[config.mk]
export PLATFORM = sky130hd
export DESIGN_NAME = ps2_host_tx
export DESIGN_NICKNAME = d
export VERILOG_FILES = /design/src/rtl/ps2_host_tx.sv
export SDC_FILE = /design/constraint.sdc
export NUM_CORES = 1
export LEC_CHECK = 0
export ABC_CLOCK_PERIOD_IN_PS = 3200
export CAP_MARGIN = 20
export CORE_MARGIN = 2
export CORE_UTILIZATION = 45
export DETAILED_ROUTE_END_ITERATION = 10
export PLACE_DENSITY = 0.7
export SLEW_MARGIN = 10
export SYNTH_ARGS = -nofsm -noshare
export SYNTH_HDL_FRONTEND = slang
export SYNTH_SLANG_ARGS = --single-unit
[constraint.sdc]
create_clock -name clk -period 3.2 [get_ports clk]
set_input_delay 0.48 -clock clk [delete_from_list [all_inputs] [get_ports clk]]
set_output_delay 0.48 -clock clk [all_outputs]
set_load 0.005 [all_outputs]
[src/rtl/ps2_host_tx.sv]
// Host-to-device PS/2 transmitter: inhibit, request-to-send, 8 data bits + odd parity + stop,
// then checks the device ACK. Lines are open-drain; *_oe=1 pulls the pin low.
module ps2_host_tx #(
    parameter int CLK_FREQ_HZ = 100_000_000,
    parameter int INHIBIT_US  = 100,
    parameter int TIMEOUT_US  = 20000,
    parameter int FILT_LEN    = 4
) (
    input  logic       clk,
    input  logic       rstn,
    input  logic [7:0] tx_data,
    input  logic       tx_valid,
    output logic       tx_ready,
    input  logic       ps2_clk_i,
    input  logic       ps2_data_i,
    output logic       ps2_clk_oe,
    output logic       ps2_data_oe,
    output logic       done,
    output logic       err,
    output logic [1:0] err_code,
    output logic [2:0] dbg_state
);

    // Handshake: a byte is taken on any rising clk edge where tx_valid && tx_ready;
    // tx_ready is high only in IDLE, so tx_valid is ignored for the whole transfer.

    localparam int CYC_US  = CLK_FREQ_HZ / 1_000_000;
    localparam int INH_CYC = INHIBIT_US * CYC_US;
    localparam int TO_CYC  = TIMEOUT_US * CYC_US;
    localparam int MAX_CYC = (TO_CYC > INH_CYC) ? TO_CYC : INH_CYC;
    localparam int TW      = $clog2(MAX_CYC + 1);
    localparam int FW      = $clog2(FILT_LEN + 1);

    localparam logic [TW-1:0] INH_LAST   = TW'(INH_CYC - 1);
    localparam logic [TW-1:0] START_LAST = TW'(CYC_US - 1);
    localparam logic [TW-1:0] TO_LAST    = TW'(TO_CYC - 1);
    localparam logic [FW-1:0] FILT_LAST  = FW'(FILT_LEN - 1);

    typedef enum logic [2:0] {
        S_IDLE      = 3'd0,
        S_INHIBIT   = 3'd1,
        S_START     = 3'd2,
        S_BITS      = 3'd3,
        S_ACK       = 3'd4,
        S_WAIT_IDLE = 3'd5
    } state_t;

    state_t        state;
    logic          clk_s1, clk_s2, data_s1, data_s2;
    logic          filt_clk;
    logic [FW-1:0] filt_cnt;
    logic [TW-1:0] tmr;
    logic [3:0]    bit_cnt;
    logic [7:0]    shreg;
    logic          parity;
    logic          fall;
    logic          timeout;

    assign dbg_state = state;

    // Idle bus level is high, so the synchronizers and filter come out of reset at 1.
    always_ff @(posedge clk or negedge rstn) begin
        if (!rstn) begin
            clk_s1   <= 1'b1;
            clk_s2   <= 1'b1;
            data_s1  <= 1'b1;
            data_s2  <= 1'b1;
            filt_clk <= 1'b1;
            filt_cnt <= '0;
        end else begin
            clk_s1  <= ps2_clk_i;
            clk_s2  <= clk_s1;
            data_s1 <= ps2_data_i;
            data_s2 <= data_s1;
            if (clk_s2 == filt_clk) begin
                filt_cnt <= '0;
            end else if (filt_cnt == FILT_LAST) begin
                filt_clk <= clk_s2;
                filt_cnt <= '0;
            end else begin
                filt_cnt <= filt_cnt + 1'b1;
            end
        end
    end

    assign fall    = filt_clk && !clk_s2 && (filt_cnt == FILT_LAST);
    assign timeout = ((state == S_BITS) || (state == S_ACK) || (state == S_WAIT_IDLE))
                     && (tmr == TO_LAST);

    always_ff @(posedge clk or negedge rstn) begin
        if (!rstn) begin
            state       <= S_IDLE;
            tx_ready    <= 1'b1;
            ps2_clk_oe  <= 1'b0;
            ps2_data_oe <= 1'b0;
            done        <= 1'b0;
            err         <= 1'b0;
            err_code    <= 2'b00;
            tmr         <= '0;
            bit_cnt     <= '0;
            shreg       <= '0;
            parity      <= 1'b0;
        end else begin
            done <= 1'b0;
            err  <= 1'b0;
            // Timeout outranks any bus event landing in the same cycle.
            if (timeout) begin
                ps2_clk_oe  <= 1'b0;
                ps2_data_oe <= 1'b0;
                err         <= 1'b1;
                err_code    <= 2'b01;
                tx_ready    <= 1'b1;
                tmr         <= '0;
                state       <= S_IDLE;
            end else begin
                case (state)
                    S_IDLE: begin
                        if (tx_valid) begin
                            shreg      <= tx_data;
                            parity     <= ~^tx_data;
                            bit_cnt    <= '0;
                            tmr        <= '0;
                            err_code   <= 2'b00;
                            tx_ready   <= 1'b0;
                            ps2_clk_oe <= 1'b1;
                            state      <= S_INHIBIT;
                        end
                    end
                    S_INHIBIT: begin
                        if (tmr == INH_LAST) begin
                            tmr         <= '0;
                            ps2_data_oe <= 1'b1;
                            state       <= S_START;
                        end else begin
                            tmr <= tmr + 1'b1;
                        end
                    end
                    S_START: begin
                        if (tmr == START_LAST) begin
                            tmr        <= '0;
                            ps2_clk_oe <= 1'b0;
                            state      <= S_BITS;
                        end else begin
                            tmr <= tmr + 1'b1;
                        end
                    end
                    S_BITS: begin
                        tmr <= tmr + 1'b1;
                        if (fall) begin
                            bit_cnt <= bit_cnt + 1'b1;
                            if (bit_cnt < 4'd8) begin
                                ps2_data_oe <= ~shreg[bit_cnt[2:0]];
                            end else if (bit_cnt == 4'd8) begin
                                ps2_data_oe <= ~parity;
                            end else begin
                                ps2_data_oe <= 1'b0;
                                state       <= S_ACK;
                            end
                        end
                    end
                    S_ACK: begin
                        tmr <= tmr + 1'b1;
                        if (fall) begin
                            if (!data_s2) begin
                                state <= S_WAIT_IDLE;
                            end else begin
                                err      <= 1'b1;
                                err_code <= 2'b10;
                                tx_ready <= 1'b1;
                                tmr      <= '0;
                                state    <= S_IDLE;
                            end
                        end
                    end
                    S_WAIT_IDLE: begin
                        tmr <= tmr + 1'b1;
                        if (filt_clk && data_s2) begin
                            done     <= 1'b1;
                            err_code <= 2'b00;
                            tx_ready <= 1'b1;
                            tmr      <= '0;
                            state    <= S_IDLE;
                        end
                    end
                    default: begin
                        ps2_clk_oe  <= 1'b0;
                        ps2_data_oe <= 1'b0;
                        tx_ready    <= 1'b1;
                        state       <= S_IDLE;
                    end
                endcase
            end
        end
    end

endmodule

==> out/results.tsv <==
stage	metric	value	unit
worst_setup_path	worst_ep_arrival_time	2750	ps
power_and_ir_drop	peakVddDrop	0.355	mV
finish	multi_input_area	1490	um^2
worst_setup_path	path_cells	ha_1, nand3_2, or4_4, or4_4, a221o_1, nand3_1, o311ai_2	
sta	rsz0062_at_grt	false	
clocking	clk_pin_slew_worst_paths	100	ps
finish	final_util	0.520	
synth	synth-edff-count	0	
power_and_ir_drop	power_density	776	nW/um^2
clocking	cts_max_level	2	
detailed_routing	first_iter_violations	240	
worst_setup_path	crit_path_start_kind	flop	
sta	hold_viol_final	0	
clocking	cts_tree	built	
worst_setup_path	worstPathRequired	3380	ps
clocking	cts_setup_buffers	0	
worst_setup_path	cp_slowest_cell	or4_4	
synth	yosys_warnings	0	
worst_setup_path	cp_common_cell	or4_4	
floorplanning	boundaryPins	23	
floorplanning	die_w	84.5	um
synth	synth.top_cell.area_share	0.395	
finish	nFillCells	575	
detailed_routing	drc	0	
clocking	cts_resized	0	
sta	setup_viol	0	
synth	synth.most_common_cell	dfrtp_1	
finish	syn_to_final_growth	12.7	%
finish	nets	341	
worst_setup_path	timing.critical_path.buf_inv	0	
worst_setup_path	critPathKind	reg -> reg	
finish	drive_gt1_frac	0.120	
sta	post-route-period-util	0.803	
worst_setup_path	crit_path_end_kind	flop	
global_route	grt_overflow	0	
clocking	clock_latency	310	ps
finish	regArea	1310	um^2
placed_design	place.gp.congestion	0.979	
floorplanning	initial_core_util	0.462	
synth	syn_area	2920	um^2
clocking	clockRootBuffer	clkbuf_8	
synth	synth_top_flop_cell	dfrtp_1	
global_route	antenna_found_initial	0	
synth	synthArstFlopShare	1.00	
min_path	hold_class	in -> async	
detailed_routing	wl_per_cell	15.2	um
sta	drv_slew	0	
worst_setup_path	max_stage_delay	510	ps
synth	synth_area_per_cell	9.59	um^2
finish	diodes	0	
placed_design	placed_cells	393	
sta	tightest_slew	615	ps
placed_design	io_buffers	22	
placed_design	place_hpwl	4.35	mm
floorplanning	dieArea	7140	um^2
detailed_routing	drtAntennaViolNets	0	
worst_setup_path	crit_family	simple AND/OR/NAND/NOR gates	
floorplanning	core_area	6310	um^2
global_route	grt_pass1_wl	10.3	mm
synth	yosys.cell_types.count	63	
global_route	grt_pass1_vias	2151	
clocking	cts_buffers	5	
synth	ys_ff_latch	52	
sta	finalSetupTns	0	ps
run_status	status	completed	
clocking	cts_hold_buf	0	
floorplanning	std_cell_rows	29	
clocking	clock_sinks	52	
power_and_ir_drop	power.leakage	1.32	nW
sta	slew_headroom	0.584	
detailed_routing	wirelength	6.10	mm
detailed_routing	first_pass_iters	5	
finish	fin_cells	401	
floorplanning	die_height	84.5	um
worst_setup_path	crit_start	tmr[0]	
global_route	grt_start_max_net_pins	30	
synth	synthTopCellsByArea	dfrtp_1, dfstp_2, nand2_1, xnor2_1, mux2_2	
global_route	grt_use_total	0.177	
sta	min_period	2570	ps
job	cap_viol_max_count	0	
synth	ys_seq_area_frac	0.449	
worst_setup_path	reg2reg_from	tmr[0]	
worst_setup_path	crit_fanout	6	
synth	synth_cells	304	
sta	fin_skew	12.8	ps
synth	synth_common_cells	dfrtp_1, nand2_1, nor2_1	
clocking	clockBufferDepth	2	
sta	max_freq	0.389	GHz
detailed_routing	vias_per_cell	5.94	
synth	synth_nets	322	
detailed_routing	vias	2383	
synth	yosys.area.top_type	dfrtp_1	
## where the power goes
group | total, mW | leakage (nW) | switching [mW] | internal (mW)
combinational | 1.14 | 0.609 | 0.610 | 0.532
sequential | 1.03 | 0.671 | 0.200 | 0.828
clock | 0.380 | 0.0404 | 0.225 | 0.155
total | 2.55 | 1.32 | 1.03 | 1.52
## placed cells by master (no fill, tap or decap), drive strengths merged, types with 7 or more instances in the layout
cell type,netlist,final
a21oi,10,10
clkdlybuf4s50,0,21
dfrtp,46,46
inv,12,12
mux2,8,8
nand2,31,31
nand3,10,10
nand4,12,12
nor2,20,20
nor3,10,10
nor4,7,7
o21ai,17,17
xnor2,11,11
## kinds of logic (layout without fill, tap and decap cells)
logic type	after synthesis	count (layout)	share of synthesized area
flops	52	52	0.449
simple gates	126	126	0.232
compound gates	67	67	0.159
xor+xnor	16	16	0.0481
fa+ha+maj	5	5	0.0215
mux	11	11	0.0498
buf+inv	27	47	0.0403
## final cells by class
type	instances	share of cell area
clock buffer	5	0.0210
clock inverter	3	0.00724
inverter	12	0.0137
multi-input combinational	225	0.453
sequential	52	0.398
tap	77	0.0293
timing repair buffer	27	0.0770
## layer usage
| metal | routed length (um) | up-vias | GRT usage |
|---|---|---|---|
| li1 | - | 1161 | - |
| met1 | 3000 | 1143 | 0.259 |
| met2 | 2780 | 70 | 0.272 |
| met3 | 252 | 9 | 0.0334 |
| met4 | 68 | 0 | 0.0447 |
| met5 | 0 | - | 0 |
## registers in the layout, indices dropped and copies added, names as in the netlist, 2 cells and up
register	count
shreg	8
filt_cnt	3
dbg_state	3
err_code	2
bit_cnt	4
tmr	21
## worst paths after layout
path / slack (ps) / end / cells after the start
min: 150 / shreg[3] / 1
max in group asynchronous: 2200 / data_s1 / 2
min in group clk: 360 / data_s2 / 0
min reg2reg: 360 / data_s2 / 0
max reg2reg: 630 / dbg_state[0] / 7
max: 630 / dbg_state[0] / 7
## through the flow
step	worst slack (ps)	hold slack [ps]	power [mW]	instance area [um^2]
detailed placement	642	348	2.18	3190
global placement	704	346	2.15	3190
CTS	652	167	2.56	3280
global route	438	175	2.74	3280
finish	630	153	2.55	3280
floorplan	821	184	1.81	2920
Note: power is estimated with default switching activity, not from simulation.
